File: src/rtl/pulse_inst_list_reader_pkg.sv
// Shared types and default sizing for the pulse instruction-list reader.
package pulse_inst_list_reader_pkg;

  localparam int DEF_GLB_COUNTER_WIDTH    = 24;
  localparam int DEF_DIRECTION_WIDTH      = 2;
  localparam int DEF_INST_LIST_ADDR_WIDTH = 5;
  localparam int DEF_INST_LIST_DATA_WIDTH = DEF_GLB_COUNTER_WIDTH + DEF_DIRECTION_WIDTH;

  // Reader sequencing states; each entry walks FETCH -> LOAD -> WAIT -> ISSUE.
  typedef enum logic [2:0] {
    ST_IDLE  = 3'd0,
    ST_FETCH = 3'd1,
    ST_LOAD  = 3'd2,
    ST_WAIT  = 3'd3,
    ST_ISSUE = 3'd4
  } rdr_state_t;

endpackage

File: src/rtl/pulse_due_compare.sv
// Wrap-safe "is it time yet" test between the global counter and an entry's
// start time. Valid while the two are within half the counter range.
module pulse_due_compare #(
  parameter int WIDTH = 24
) (
  input  logic [WIDTH-1:0] i_glb_counter,
  input  logic [WIDTH-1:0] i_start_time,
  output logic             o_due,
  output logic             o_late
);

  logic [WIDTH-1:0] w_diff;

  // Modular difference: a non-negative result means the start time has been reached.
  always_comb begin
    w_diff = i_glb_counter - i_start_time;
    o_due  = ~w_diff[WIDTH-1];
    o_late = |w_diff;
  end

endmodule

File: src/rtl/pulse_inst_list_reader.sv
// Read side of the per-qubit pulse instruction list: tracks occupancy from the
// writer's commit strobe, fetches entries in order, waits for each start time
// and hands the pulse to the generator over valid/ready.
//
//   state  | meaning
//   IDLE   | list empty, waiting for an entry
//   FETCH  | read strobe to the list memory (one cycle)
//   LOAD   | read data returned, capture start time and direction
//   WAIT   | hold entry until the global counter reaches its start time
//   ISSUE  | pulse_valid high until the generator accepts it
module pulse_inst_list_reader
  import pulse_inst_list_reader_pkg::*;
#(
  parameter int GLB_COUNTER_WIDTH    = DEF_GLB_COUNTER_WIDTH,
  parameter int INST_LIST_ADDR_WIDTH = DEF_INST_LIST_ADDR_WIDTH,
  parameter int INST_LIST_DATA_WIDTH = DEF_INST_LIST_DATA_WIDTH,
  parameter int DIRECTION_WIDTH      = DEF_DIRECTION_WIDTH
) (
  input  logic                            clk,
  input  logic                            rst,
  input  logic [GLB_COUNTER_WIDTH-1:0]    glb_counter_in,
  input  logic                            inst_list_wr_en,
  output logic                            inst_list_rd_en,
  output logic [INST_LIST_ADDR_WIDTH-1:0] inst_list_rd_addr,
  input  logic [INST_LIST_DATA_WIDTH-1:0] inst_list_rd_data,
  output logic                            pulse_valid,
  input  logic                            pulse_ready,
  output logic [DIRECTION_WIDTH-1:0]      pulse_direction,
  output logic                            pulse_late,
  output logic                            overflow
);

  localparam int CNT_W = INST_LIST_ADDR_WIDTH + 1;
  localparam logic [CNT_W-1:0] DEPTH = CNT_W'(2 ** INST_LIST_ADDR_WIDTH);
  localparam logic [CNT_W-1:0] CNT_ONE = CNT_W'(1);
  localparam logic [INST_LIST_ADDR_WIDTH-1:0] PTR_ONE = INST_LIST_ADDR_WIDTH'(1);

  rdr_state_t r_state;
  rdr_state_t w_state_nxt;

  logic [INST_LIST_ADDR_WIDTH-1:0] r_rd_ptr;
  logic [CNT_W-1:0]                r_count;
  logic                            r_overflow;

  logic [GLB_COUNTER_WIDTH-1:0]    r_start_time;
  logic [DIRECTION_WIDTH-1:0]      r_dir;

  logic                            r_pulse_valid;
  logic [DIRECTION_WIDTH-1:0]      r_pulse_direction;
  logic                            r_pulse_late;
  logic                            w_pulse_valid_nxt;
  logic [DIRECTION_WIDTH-1:0]      w_pulse_direction_nxt;
  logic                            w_pulse_late_nxt;

  logic w_fetch;
  logic w_full;
  logic w_not_empty;
  logic w_due;
  logic w_late;

  assign w_fetch     = (r_state == ST_FETCH);
  assign w_full      = (r_count == DEPTH);
  assign w_not_empty = (r_count != '0);

  assign inst_list_rd_en   = w_fetch;
  assign inst_list_rd_addr = r_rd_ptr;
  assign pulse_valid       = r_pulse_valid;
  assign pulse_direction   = r_pulse_direction;
  assign pulse_late        = r_pulse_late;
  assign overflow          = r_overflow;

  pulse_due_compare #(
    .WIDTH (GLB_COUNTER_WIDTH)
  ) u_due_compare (
    .i_glb_counter (glb_counter_in),
    .i_start_time  (r_start_time),
    .o_due         (w_due),
    .o_late        (w_late)
  );

  // Occupancy tracking: writer commits add, fetches remove; a commit into a
  // full list is dropped and latched as overflow until reset.
  always_ff @(posedge clk or posedge rst) begin
    if (rst) begin
      r_count    <= '0;
      r_overflow <= 1'b0;
    end else begin
      case ({inst_list_wr_en, w_fetch})
        2'b10: begin
          if (w_full) begin
            r_overflow <= 1'b1;
          end else begin
            r_count <= r_count + CNT_ONE;
          end
        end
        2'b01:   r_count <= r_count - CNT_ONE;
        default: r_count <= r_count;
      endcase
    end
  end

  // Read pointer advances once per fetch and wraps naturally at the list depth.
  always_ff @(posedge clk or posedge rst) begin
    if (rst) begin
      r_rd_ptr <= '0;
    end else if (w_fetch) begin
      r_rd_ptr <= r_rd_ptr + PTR_ONE;
    end
  end

  // Capture the fetched entry the cycle its read data is valid.
  always_ff @(posedge clk or posedge rst) begin
    if (rst) begin
      r_start_time <= '0;
      r_dir        <= '0;
    end else if (r_state == ST_LOAD) begin
      r_start_time <= inst_list_rd_data[INST_LIST_DATA_WIDTH-1:DIRECTION_WIDTH];
      r_dir        <= inst_list_rd_data[DIRECTION_WIDTH-1:0];
    end
  end

  // State and registered pulse outputs.
  always_ff @(posedge clk or posedge rst) begin
    if (rst) begin
      r_state           <= ST_IDLE;
      r_pulse_valid     <= 1'b0;
      r_pulse_direction <= '0;
      r_pulse_late      <= 1'b0;
    end else begin
      r_state           <= w_state_nxt;
      r_pulse_valid     <= w_pulse_valid_nxt;
      r_pulse_direction <= w_pulse_direction_nxt;
      r_pulse_late      <= w_pulse_late_nxt;
    end
  end

  // Next state and pulse output values; outputs hold unless a transition changes them.
  always_comb begin
    w_state_nxt           = r_state;
    w_pulse_valid_nxt     = r_pulse_valid;
    w_pulse_direction_nxt = r_pulse_direction;
    w_pulse_late_nxt      = r_pulse_late;
    case (r_state)
      ST_IDLE: begin
        if (w_not_empty) begin
          w_state_nxt = ST_FETCH;
        end
      end
      ST_FETCH: begin
        w_state_nxt = ST_LOAD;
      end
      ST_LOAD: begin
        w_state_nxt = ST_WAIT;
      end
      ST_WAIT: begin
        if (w_due) begin
          w_pulse_valid_nxt     = 1'b1;
          w_pulse_direction_nxt = r_dir;
          w_pulse_late_nxt      = w_late;
          w_state_nxt           = ST_ISSUE;
        end
      end
      ST_ISSUE: begin
        if (r_pulse_valid && pulse_ready) begin
          w_pulse_valid_nxt = 1'b0;
          w_state_nxt       = w_not_empty ? ST_FETCH : ST_IDLE;
        end
      end
      default: begin
        w_state_nxt       = ST_IDLE;
        w_pulse_valid_nxt = 1'b0;
      end
    endcase
  end

endmodule
File: config.mk
export PLATFORM = sky130hd
export DESIGN_NAME = pulse_inst_list_reader
export DESIGN_NICKNAME = d
export VERILOG_FILES = /design/src/rtl/pulse_inst_list_reader_pkg.sv /design/src/rtl/pulse_due_compare.sv /design/src/rtl/pulse_inst_list_reader.sv
export SDC_FILE = /design/constraint.sdc
export NUM_CORES = 1
export LEC_CHECK = 0
export CAP_MARGIN = 20
export CORE_MARGIN = 3
export CORE_UTILIZATION = 42
export CTS_CLUSTER_SIZE = 12
export DETAILED_ROUTE_END_ITERATION = 8
export PLACE_DENSITY = 0.69
export REMOVE_ABC_BUFFERS = 1
export SLEW_MARGIN = 20
export SYNTH_ARGS = -nofsm -noshare
export SYNTH_HDL_FRONTEND = slang
export SYNTH_SLANG_ARGS = --single-unit
File: constraint.sdc
create_clock -name clk -period 2.7 [get_ports clk]
set_input_delay 0.54 -clock clk [delete_from_list [all_inputs] [get_ports clk]]
set_output_delay 0.54 -clock clk [all_outputs]
set_load 0.005 [all_outputs]
==> results_dict.tcl, run 1 <==
set metrics [dict create \
    status "finished, violations left" \
    violations "setup timing" \
    synth_top_cells_by_area "sky130_fd_sc_hd__dfrtp_1 (33%), sky130_fd_sc_hd__ha_1 (10%), sky130_fd_sc_hd__o21ai_0 (5.5%)" \
    dr_total_vias 3529 \
    hold_path_depth 1 \
    min-delay-path-class "reg2reg" \
    n_antenna_cell 0 \
    floorplan.rows 32 \
    cp_common_cell "sky130_fd_sc_hd__nor4_2" \
    maxSlewViolCount 0 \
    finalSetupViolations 3 \
    critical_path.n_buffers_inverters 1 \
    max_clock_freq_mhz 361.4 \
    end_kind "flop" \
    post_synth_inst_count 398 \
    synth_enable_flop_cells 0 \
    clock_insertion_delay_worst_skew_ns 0.31 \
    yosys.cell_types.count 62 \
    final_layout_size_suffix_gt1_frac 0.3170 \
    port-buffer-count 64 \
    fillerInstances 619 \
    clock-sinks 45 \
    setup_ws_ns -0.06688 \
    die_y_um 95.80 \
    setup.worst_path.class "reg2reg" \
    post_drt_via_cell_ratio 5.396 \
    synth_common_cells "sky130_fd_sc_hd__dfrtp_1 (45), sky130_fd_sc_hd__nand2_1 (45), sky130_fd_sc_hd__inv_1 (41)" \
    dp_slack_ns -0.7163 \
    r2r_start "r_start_time[0]" \
    yosys_warnings 0 \
    worst_hold_path.endpoint "inst_list_rd_addr[4]" \
    reg2regPathDepth 11 \
    rsz0062_at_grt "true" \
    worst-slew-pin-transition_ns 0.5781 \
    clock_skew_ns 0.008634 \
    ys_dominant_reg_cell "sky130_fd_sc_hd__dfrtp_1" \
    grt_start_max_net_pins 26 \
    cpMaxStageDelayCell "sky130_fd_sc_hd__fa_2" \
    hpwl_um 7436 \
    timing.final.crit_share 1.025 \
    detail_route.wirelength_um 10280 \
    seq_area_frac_synth 0.3325 \
    cts.hold.buffers_added 0 \
    grtUsageTotal 0.2266 \
    cts_root_buffer "sky130_fd_sc_hd__clkbuf_8" \
    cts-buffers-inserted 5 \
    path_clk_slew_ns 0.09 \
    drcViolationCount 0 \
    critical_path_required_ns 2.89 \
    timing.critical_path.from_type "flop" \
    pin_count 65 \
    syn-mean-instance-area_um2 8.510 \
    critical_path.top_delay_family "simple AND/OR/NAND/NOR gates" \
    core_area_mm2 0.007767 \
    worst_reg2reg_setup_slack_ns -0.07 \
    maxCapViolCount 0 \
    vdd.ir_drop.worst_v 0.0005956 \
    power.static_leakage_uw 0.002384 \
    cts_tree "done" \
    synth_seq_cells 45 \
    pwr_density_cell_mw_per_mm2 1200 \
    average_wire_length_per_cell_after_detail_routing_um 15.71 \
    yosysTopAreaCellShare 0.3325 \
    multiInputGateArea_mm2 0.002509 \
    drt_pre_antenna_iters 5 \
    regToRegEndpoint "pulse_late" \
    total_die_area_mm2 0.009178 \
    clk_path_buf_depth 2 \
    global_route_wire_length_before_repair_um 16390 \
    die_x_um 95.80 \
    postRouteAntennaNets 0 \
    final-hold-violation-count 0 \
    register_area_mm2 0.001126 \
    headroom_to_the_max_slew_limit 0.6140 \
    cp_cell_sequence "ha_4 > fa_2 > o2111a_1 > o2111ai_2 > nor4_2 > buf_4 > o2111ai_4 > nor4_2 > nand4_1 > nor4b_2 > nor2_1" \
    synth.cell_area_mm2 0.003387 \
    cpPeakStageDelay_ns 0.51 \
    period_needed_ns 2.767 \
    antenna_violations_before_repair 0 \
    synthToLayoutAreaGrowth_pct 58.66 \
    synth_async_sr_flop_share 1.000 \
    nets 635 \
    h-tree-depth 2 \
    worst_ep_arrival_time_ns 2.96 \
    synth_area_leader_cell "sky130_fd_sc_hd__dfrtp_1" \
    timing.hold.ws_ns 0.4736 \
    globalplace.congestion 0.9217 \
    grt.overflow.total 0 \
    dr.first_iter.drc_count 204 \
    cp_max_fo 2 \
    number_of_global_route_vias_before_repair 3546 \
    floorplan.initialDensity 0.4361 \
    min-delay-start "inst_list_rd_addr[4]" \
]
cell families (layout without fill, tap and decap cells):
family          after synthesis  count (layout)  synth area share
compound gates              124             124            0.2427
mux                           9               9           0.02919
buf+inv                      54             208           0.06575
fa+ha+maj                    30              30            0.1153
simple gates                116             116            0.1629
xor+xnor                     20              20           0.05172
flops                        45              45            0.3325
cell type report:
type,count,share of cell area
Clock buffer,6,0.01350
Clock inverter,2,0.002794
Inverter,41,0.02864
Multi-Input combinational cell,299,0.4668
Sequential cell,45,0.2095
Tap cell,102,0.02375
Timing Repair Buffer,159,0.2549
layout by cell type (no fill, tap or decap), types with 3 or more instances in the layout:
master,synthesis,layout
sky130_fd_sc_hd__nand2b_1,6,3
sky130_fd_sc_hd__ha_1,28,8
sky130_fd_sc_hd__buf_6,2,5
sky130_fd_sc_hd__ha_4,0,19
sky130_fd_sc_hd__nand3_1,6,5
sky130_fd_sc_hd__a21oi_1,25,20
sky130_fd_sc_hd__xnor2_1,16,15
sky130_fd_sc_hd__nand2b_4,0,3
sky130_fd_sc_hd__nand2_2,0,3
sky130_fd_sc_hd__nor2_1,31,30
sky130_fd_sc_hd__dlymetal6s2s_1,0,3
sky130_fd_sc_hd__o21ai_1,2,8
sky130_fd_sc_hd__a31o_2,3,3
sky130_fd_sc_hd__nand4_1,5,5
sky130_fd_sc_hd__clkdlybuf4s50_1,0,45
sky130_fd_sc_hd__o21ai_0,37,30
sky130_fd_sc_hd__dfrtp_1,45,45
sky130_fd_sc_hd__buf_4,0,89
sky130_fd_sc_hd__a21oi_4,1,4
sky130_fd_sc_hd__inv_1,41,40
sky130_fd_sc_hd__nand2_1,45,42
sky130_fd_sc_hd__a21oi_2,1,3
sky130_fd_sc_hd__a31oi_1,8,6
sky130_fd_sc_hd__a21o_1,11,11
sky130_fd_sc_hd__dlygate4sd2_1,0,14
sky130_fd_sc_hd__xor2_1,4,4
sky130_fd_sc_hd__mux2_2,7,5
sky130_fd_sc_hd__nor3_1,6,5
sky130_fd_sc_hd__o31ai_1,3,3
sky130_fd_sc_hd__clkbuf_8,0,5
report_power, final:
part | internal [uW] | switching, uW
clock | 183 | 253
sequential | 1000 | 184
combinational | 2500 | 2320
total | 3690 | 2760
worst max-delay path by stage:
stage | slack [ns] | endpoint | start | cells after the start
finish | -0.07 | pulse_late | r_start_time[0] | 11
CTS | -0.17 | pulse_late | r_start_time[0] | 11
floorplan | -0.14 | pulse_late | glb_counter_in[0] | 12
global placement | -0.65 | pulse_late | glb_counter_in[0] | 13
detailed placement | -0.72 | pulse_late | glb_counter_in[0] | 13
global route | -0.25 | pulse_late | r_start_time[0] | 11
stage by stage:
| step | total power (uW) | instances | util | setup TNS (ns) | instance area (um2) |
|---|---|---|---|---|---|
| CTS | 6045 | 650 | 0.6662 | -0.1733 | 5175 |
| finish | 6446 | 654 | 0.6918 | -0.1343 | 5374 |
| detailed placement | 5106 | 636 | 0.6108 | -3.686 | 4745 |
| global route | 6959 | 654 | 0.6918 | -0.4977 | 5374 |
| floorplan | 3467 | 385 | - | -0.1407 | 3318 |
| global placement | 5005 | 636 | 0.6108 | -3.401 | 4745 |
timing repair:
item,4_1_cts,5_1_grt
endpoints found under the setup margin,6,6
pin swaps,32,23
resized for setup,61,36
setup buffers,6,4
per-layer routing:
layer  global-route usage  up-vias  wire, um
met5                    0        -         0
met4              0.05569        0       110
met3              0.03753       13       427
met2               0.4129       85      5326
met1               0.2764     1714      4411
li1                     -     1717         -
worst register-to-register path: stages (launching register included):
cell	delay, ns
sky130_fd_sc_hd__dfrtp_1	0.42
sky130_fd_sc_hd__ha_4	0.18
sky130_fd_sc_hd__fa_2	0.51
sky130_fd_sc_hd__o2111a_1	0.20
sky130_fd_sc_hd__o2111ai_2	0.12
sky130_fd_sc_hd__nor4_2	0.29
sky130_fd_sc_hd__buf_4	0.16
sky130_fd_sc_hd__o2111ai_4	0.12
sky130_fd_sc_hd__nor4_2	0.18
sky130_fd_sc_hd__nand4_1	0.13
sky130_fd_sc_hd__nor4b_2	0.28
sky130_fd_sc_hd__nor2_1	0.06
flip-flops by register name, indices dropped and copies added, names as in the netlist:
register / flops
r_start_time: 24
r_count: 6
inst_list_rd_addr: 5
r_state: 3
pulse_direction: 2
r_dir: 2
overflow: 1
pulse_late: 1
pulse_valid: 1
Power figures use the tool's default switching activity.
==> run 2: changes to the inputs <==
CORE_UTILIZATION = 35   (was 42)
PLACE_DENSITY = unset   (was 0.69)
==> results_dict.tcl, run 2 (synthesis results as in run 1) <==
set metrics [dict create \
    worst_ep_arrival_time_ns 2.90 \
    port-buffer-count 64 \
    nets 639 \
    n_antenna_cell 0 \
    rsz0062_at_grt "true" \
    clock_insertion_delay_worst_skew_ns 0.30 \
    power.sequential.fraction 0.185 \
    maxSlewViolCount 0 \
    multiInputGateArea_mm2 0.002512 \
    detail_route.wirelength_um 9803 \
    vdd.ir_drop.worst_v 0.0004315 \
    grtUsageTotal 0.1801 \
    drcViolationCount 0 \
    max_clock_freq_mhz 369.7 \
    final_layout_size_suffix_gt1_frac 0.3363 \
    clock-sinks 45 \
    hpwl_um 7483 \
    worst-slew-pin-transition_ns 0.5847 \
    post_drt_via_cell_ratio 4.964 \
    grt.overflow.total 0 \
    postRouteAntennaNets 0 \
    power.static_leakage_uw 0.002446 \
    synthToLayoutAreaGrowth_pct 60.55 \
    fin_area_mm2 0.005438 \
    p_clk_frac 0.069 \
    min-delay-path-class "in2async" \
    average_wire_length_per_cell_after_detail_routing_um 14.31 \
    h-tree-depth 2 \
    internal_power_uw 3726 \
    floorplan.initialDensity 0.3631 \
    violations "setup timing" \
    number_of_global_route_vias_before_repair 3449 \
    largest_register_ffs 24 \
    endpoint "pulse_direction[0]" \
    mostFrequentLayoutCell "sky130_fd_sc_hd__buf_4" \
    globalplace.congestion 0.8937 \
    dp_slack_ns -0.7233 \
    cts_root_buffer "sky130_fd_sc_hd__clkbuf_8" \
    die_y_um 104.4 \
    regToRegEndpoint "pulse_late" \
    final-hold-violation-count 0 \
    cts_tree "done" \
    timing.critical_path.from_type "primary input" \
    dr.first_iter.drc_count 167 \
    reg2regPathDepth 13 \
    r2r_start "r_start_time[8]" \
    cts-buffers-inserted 5 \
    path_clk_slew_ns 0.09 \
    clk_path_buf_depth 2 \
    antenna_violations_before_repair 0 \
    status "finished, violations left" \
    critPathLaunch "glb_counter_in[4]" \
    cts.hold.buffers_added 0 \
    power.share.switching 0.4222 \
    total_die_area_mm2 0.01089 \
    fillerInstances 838 \
    die_x_um 104.4 \
    grt_start_max_net_pins 28 \
    maxCapViolCount 0 \
    timing.final.crit_share 1.002 \
    cp_max_fo 4 \
    setup_ws_ns -0.004961 \
    critical_path_required_ns 2.90 \
    dr_total_vias 3400 \
    global_route_wire_length_before_repair_um 16350 \
    register_area_mm2 0.001126 \
    total_neg_setup_slack_ns -0.01366 \
    end_kind "flop" \
    drt_pre_antenna_iters 5 \
    period_needed_ns 2.705 \
    setup.worst_path.class "in2reg" \
    switching_power_uw 2723 \
    placedInstanceArea_mm2 0.004796 \
    core_area_mm2 0.009328 \
    clock_skew_ns 0.005019 \
    comb_power_share 0.746 \
    floorplan.rows 35 \
    finalSetupViolations 3 \
    max_flop_register "r_start_time" \
    headroom_to_the_max_slew_limit 0.6093 \
    pin_count 65 \
    worst_reg2reg_setup_slack_ns -0.005 \
    final_cell_mix "sky130_fd_sc_hd__buf_4 (97), sky130_fd_sc_hd__clkdlybuf4s50_1 (45), sky130_fd_sc_hd__dfrtp_1 (45)" \
    pwr_density_cell_mw_per_mm2 1186 \
]
[run 2: cell count changes in the layout (fill, tap and decap cells not counted), moves of 3 or more]
cell	delta
sky130_fd_sc_hd__dlygate4sd2_1	-9
sky130_fd_sc_hd__buf_4	+8
sky130_fd_sc_hd__dlymetal6s2s_1	+6
sky130_fd_sc_hd__inv_1	-4
sky130_fd_sc_hd__inv_2	+4
sky130_fd_sc_hd__a21oi_2	+3
sky130_fd_sc_hd__buf_6	-3
[run 2: final cells by class]
class                           instances  area share
Clock inverter                          3    0.004142
Timing Repair Buffer                  163      0.2561
Inverter                               41     0.02830
Clock buffer                            5     0.01266
Sequential cell                        45      0.2071
Multi-Input combinational cell        299      0.4620
Tap cell                              129     0.02968
[run 2: power groups by stage]
stage          combinational (uW)  sequential (uW)  clock (uW)
6_report                     4810             1200         442
5_1_grt                      5300             1240         489
4_1_cts                      4480             1190         466
3_5_place_dp                 3990             1200           0
3_3_place_gp                 3930             1190           0
2_1_floorplan                2300             1160           0
[run 2: critical path, cell delays in order]
cell and delay [ns]:
sky130_fd_sc_hd__dlygate4sd2_1 0.26, sky130_fd_sc_hd__ha_4 0.29, sky130_fd_sc_hd__nand2_1 0.07, sky130_fd_sc_hd__a211o_4 0.34, sky130_fd_sc_hd__a21bo_4 0.24, sky130_fd_sc_hd__o21ai_4 0.20, sky130_fd_sc_hd__o31ai_4 0.11, sky130_fd_sc_hd__xnor2_2 0.17
sky130_fd_sc_hd__nor3b_4 0.23, sky130_fd_sc_hd__buf_6 0.15, sky130_fd_sc_hd__mux2_4 0.29
[run 2: what timing repair did]
action                                  in CTS  in global routing
endpoints found under the hold margin        0                  0
buffers inserted                             5                  5
cloned                                       0                  0
resized for setup                           58                 49
pin swaps                                   32                 33
endpoints found under the setup margin       6                  6
[run 2: worst min path at each step]
stage                         from               end  slack (ns)  cells after the start
after CTS                      rst  r_start_time[18]        0.45                      2
after global routing           rst  r_start_time[18]        0.47                      2
after global placement    overflow          overflow        0.46                      1
after floorplan           overflow          overflow        0.47                      1
after detailed placement  overflow          overflow        0.46                      1
final                          rst  r_start_time[18]        0.45                      2
[run 2: stage by stage]
stage          utilization  total power, uW  hold slack (ns)  std cells
2_1_floorplan            -             3467           0.4663        385
3_3_place_gp        0.5142             5113           0.4568        667
3_5_place_dp        0.5142             5188           0.4632        667
4_1_cts             0.5571             6137           0.4524        680
5_1_grt             0.5830             7021           0.4677        685
6_report            0.5830             6449           0.4542        685
[run 2: routing by layer]
layer,vias to the layer above,share of wire,global-route usage
met5,-,0,0
li1,1729,-,-
met4,0,0.0099,0.03704
met3,8,0.037,0.02669
met2,59,0.50,0.3155
met1,1604,0.46,0.2349
==> run 3: changes to the inputs <==
CTS_BUF_LIST = sky130_fd_sc_hd__clkbuf_4   (was unset)
==> results_dict.tcl, run 3 (synthesis results as in run 1) <==
set metrics [dict create \
    clk_path_buf_depth 2 \
    timing.final.crit_share 0.9939 \
    cts_root_buffer "sky130_fd_sc_hd__clkbuf_4" \
    clock-sinks 45 \
    core_area_mm2 0.009328 \
    average_wire_length_per_cell_after_detail_routing_um 14.09 \
    port-buffer-count 64 \
    postRouteAntennaNets 0 \
    rsz0062_at_grt "true" \
    period_needed_ns 2.684 \
    drt_pre_antenna_iters 4 \
    total_die_area_mm2 0.01089 \
    clock_skew_ns 0.01196 \
    nets 635 \
    grt.overflow.total 0 \
    maxSlewViolCount 0 \
    cpPeakStageDelay_ns 0.51 \
    max_flop_register "r_start_time" \
    final-hold-violation-count 0 \
    n_antenna_cell 0 \
    die_x_um 104.4 \
    floorplan.initialDensity 0.3631 \
    die_y_um 104.4 \
    finalSetupViolations 0 \
    cts-buffers-inserted 5 \
    timing.hold.ws_ns 0.3714 \
    post_drt_via_cell_ratio 4.982 \
    clock_insertion_delay_worst_skew_ns 0.37 \
    largest_register_ffs 24 \
    timing.critical_path.from_type "primary input" \
    maxCapViolCount 0 \
    p_total_uw 6144 \
    antenna_violations_before_repair 0 \
    critical_path_required_ns 2.98 \
    worst-slew-pin-transition_ns 0.6001 \
    cts_tree "done" \
    power.static_leakage_uw 0.002353 \
    vdd.ir_drop.worst_v 0.0004378 \
    end_kind "flop" \
    cts.hold.buffers_added 0 \
    grt_start_max_net_pins 28 \
    headroom_to_the_max_slew_limit 0.5990 \
    pwr_density_cell_mw_per_mm2 1169 \
    status "completed" \
    cpMaxStageDelayCell "sky130_fd_sc_hd__clkdlybuf4s50_1" \
    max_clock_freq_mhz 372.6 \
    cp_cell_sequence "clkdlybuf4s50_1 > ha_4 > a21oi_2 > and2_4 > a21bo_4 > o21ai_4 > o31ai_4 > xnor2_2 > nor3b_4 > buf_6 > mux2_4" \
    number_of_global_route_vias_before_repair 3399 \
    cp_max_fo 3 \
    setup.worst_path.class "in2reg" \
    worst_ep_arrival_time_ns 2.96 \
    mostFrequentLayoutCell "sky130_fd_sc_hd__buf_4" \
    synthToLayoutAreaGrowth_pct 55.15 \
    pin_count 65 \
    dr.first_iter.drc_count 155 \
    drcViolationCount 0 \
    detail_route.wirelength_um 9595 \
    hpwl_um 7483 \
    h-tree-depth 2 \
    globalplace.congestion 0.8937 \
    final_cell_mix "sky130_fd_sc_hd__buf_4 (93), sky130_fd_sc_hd__clkdlybuf4s50_1 (53), sky130_fd_sc_hd__dfrtp_1 (45)" \
    final_layout_size_suffix_gt1_frac 0.3043 \
    global_route_wire_length_before_repair_um 16170 \
    min-delay-path-class "in2async" \
    floorplan.rows 35 \
    grtUsageTotal 0.1790 \
    dr_total_vias 3393 \
    path_clk_slew_ns 0.15 \
]
-- run 3: metal layers --
| layer | wire, um | GRT usage | up-vias | part of all wire |
|---|---|---|---|---|
| met2 | 4661 | 0.3077 | 87 | 0.49 |
| li1 | - | - | 1713 | - |
| met4 | 113 | 0.03989 | 0 | 0.012 |
| met3 | 452 | 0.02855 | 11 | 0.047 |
| met1 | 4367 | 0.2361 | 1582 | 0.46 |
| met5 | 0 | 0 | - | 0 |
-- run 3: metrics by stage --
| stage | setup TNS, ns | std cells | util | cell area [um2] | worst slack [ns] |
|---|---|---|---|---|---|
| 6_report | 0 | 681 | 0.5634 | 5255 | 0.01634 |
| 5_1_grt | -0.4067 | 681 | 0.5634 | 5255 | -0.1173 |
| 4_1_cts | -0.1376 | 680 | 0.5438 | 5072 | -0.1376 |
| 3_5_place_dp | -3.673 | 667 | 0.5142 | 4796 | -0.7233 |
| 3_3_place_gp | -3.496 | 667 | 0.5142 | 4796 | -0.6563 |
| 2_1_floorplan | -0.1407 | 385 | - | 3318 | -0.1407 |
-- run 3: path summary, 6_finish.rpt --
kind / start / endpoint / slack (ns) / depth (start not counted)
min in group clk: inst_list_rd_addr[4] / inst_list_rd_addr[4] / 0.48 / 1
worst min-delay path: rst / r_start_time[18] / 0.37 / 2
worst max register to register: r_start_time[1] / pulse_direction[0] / 0.05 / 11
worst max-delay path: glb_counter_in[6] / pulse_direction[0] / 0.02 / 11
worst min register to register: inst_list_rd_addr[4] / inst_list_rd_addr[4] / 0.48 / 1
max in group asynchronous: rst / r_count[2] / 1.79 / 3
-- run 3: timing repair --
item                       4_1_cts  5_1_grt
buffers inserted                 5        1
setup endpoints to repair        5        6
pin swaps                       25       21
resized for setup               38       36
-- run 3: layout make-up --
type,count,area (um2)
clock buffer,5,37.54
clock inverter,3,22.52
tap,129,161.4
timing repair buffer,159,1363
sequential,45,1126
inverter,41,153.9
fill,863,4073
multi-input combinational,299,2391
-- run 3: report_power, final --
part	total [uW]	internal, uW	switching [uW]
clock network	356	104	252
registers	1190	1000	191
logic	4600	2430	2170
-- run 3: critical path, delay by kind of cell --
family | cells | cell delay [ns]
simple gates | 2 | 0.42
mux | 1 | 0.29
compound gates | 4 | 0.70
buf+inv | 2 | 0.65
fa+ha+maj | 1 | 0.22
xor+xnor | 1 | 0.14
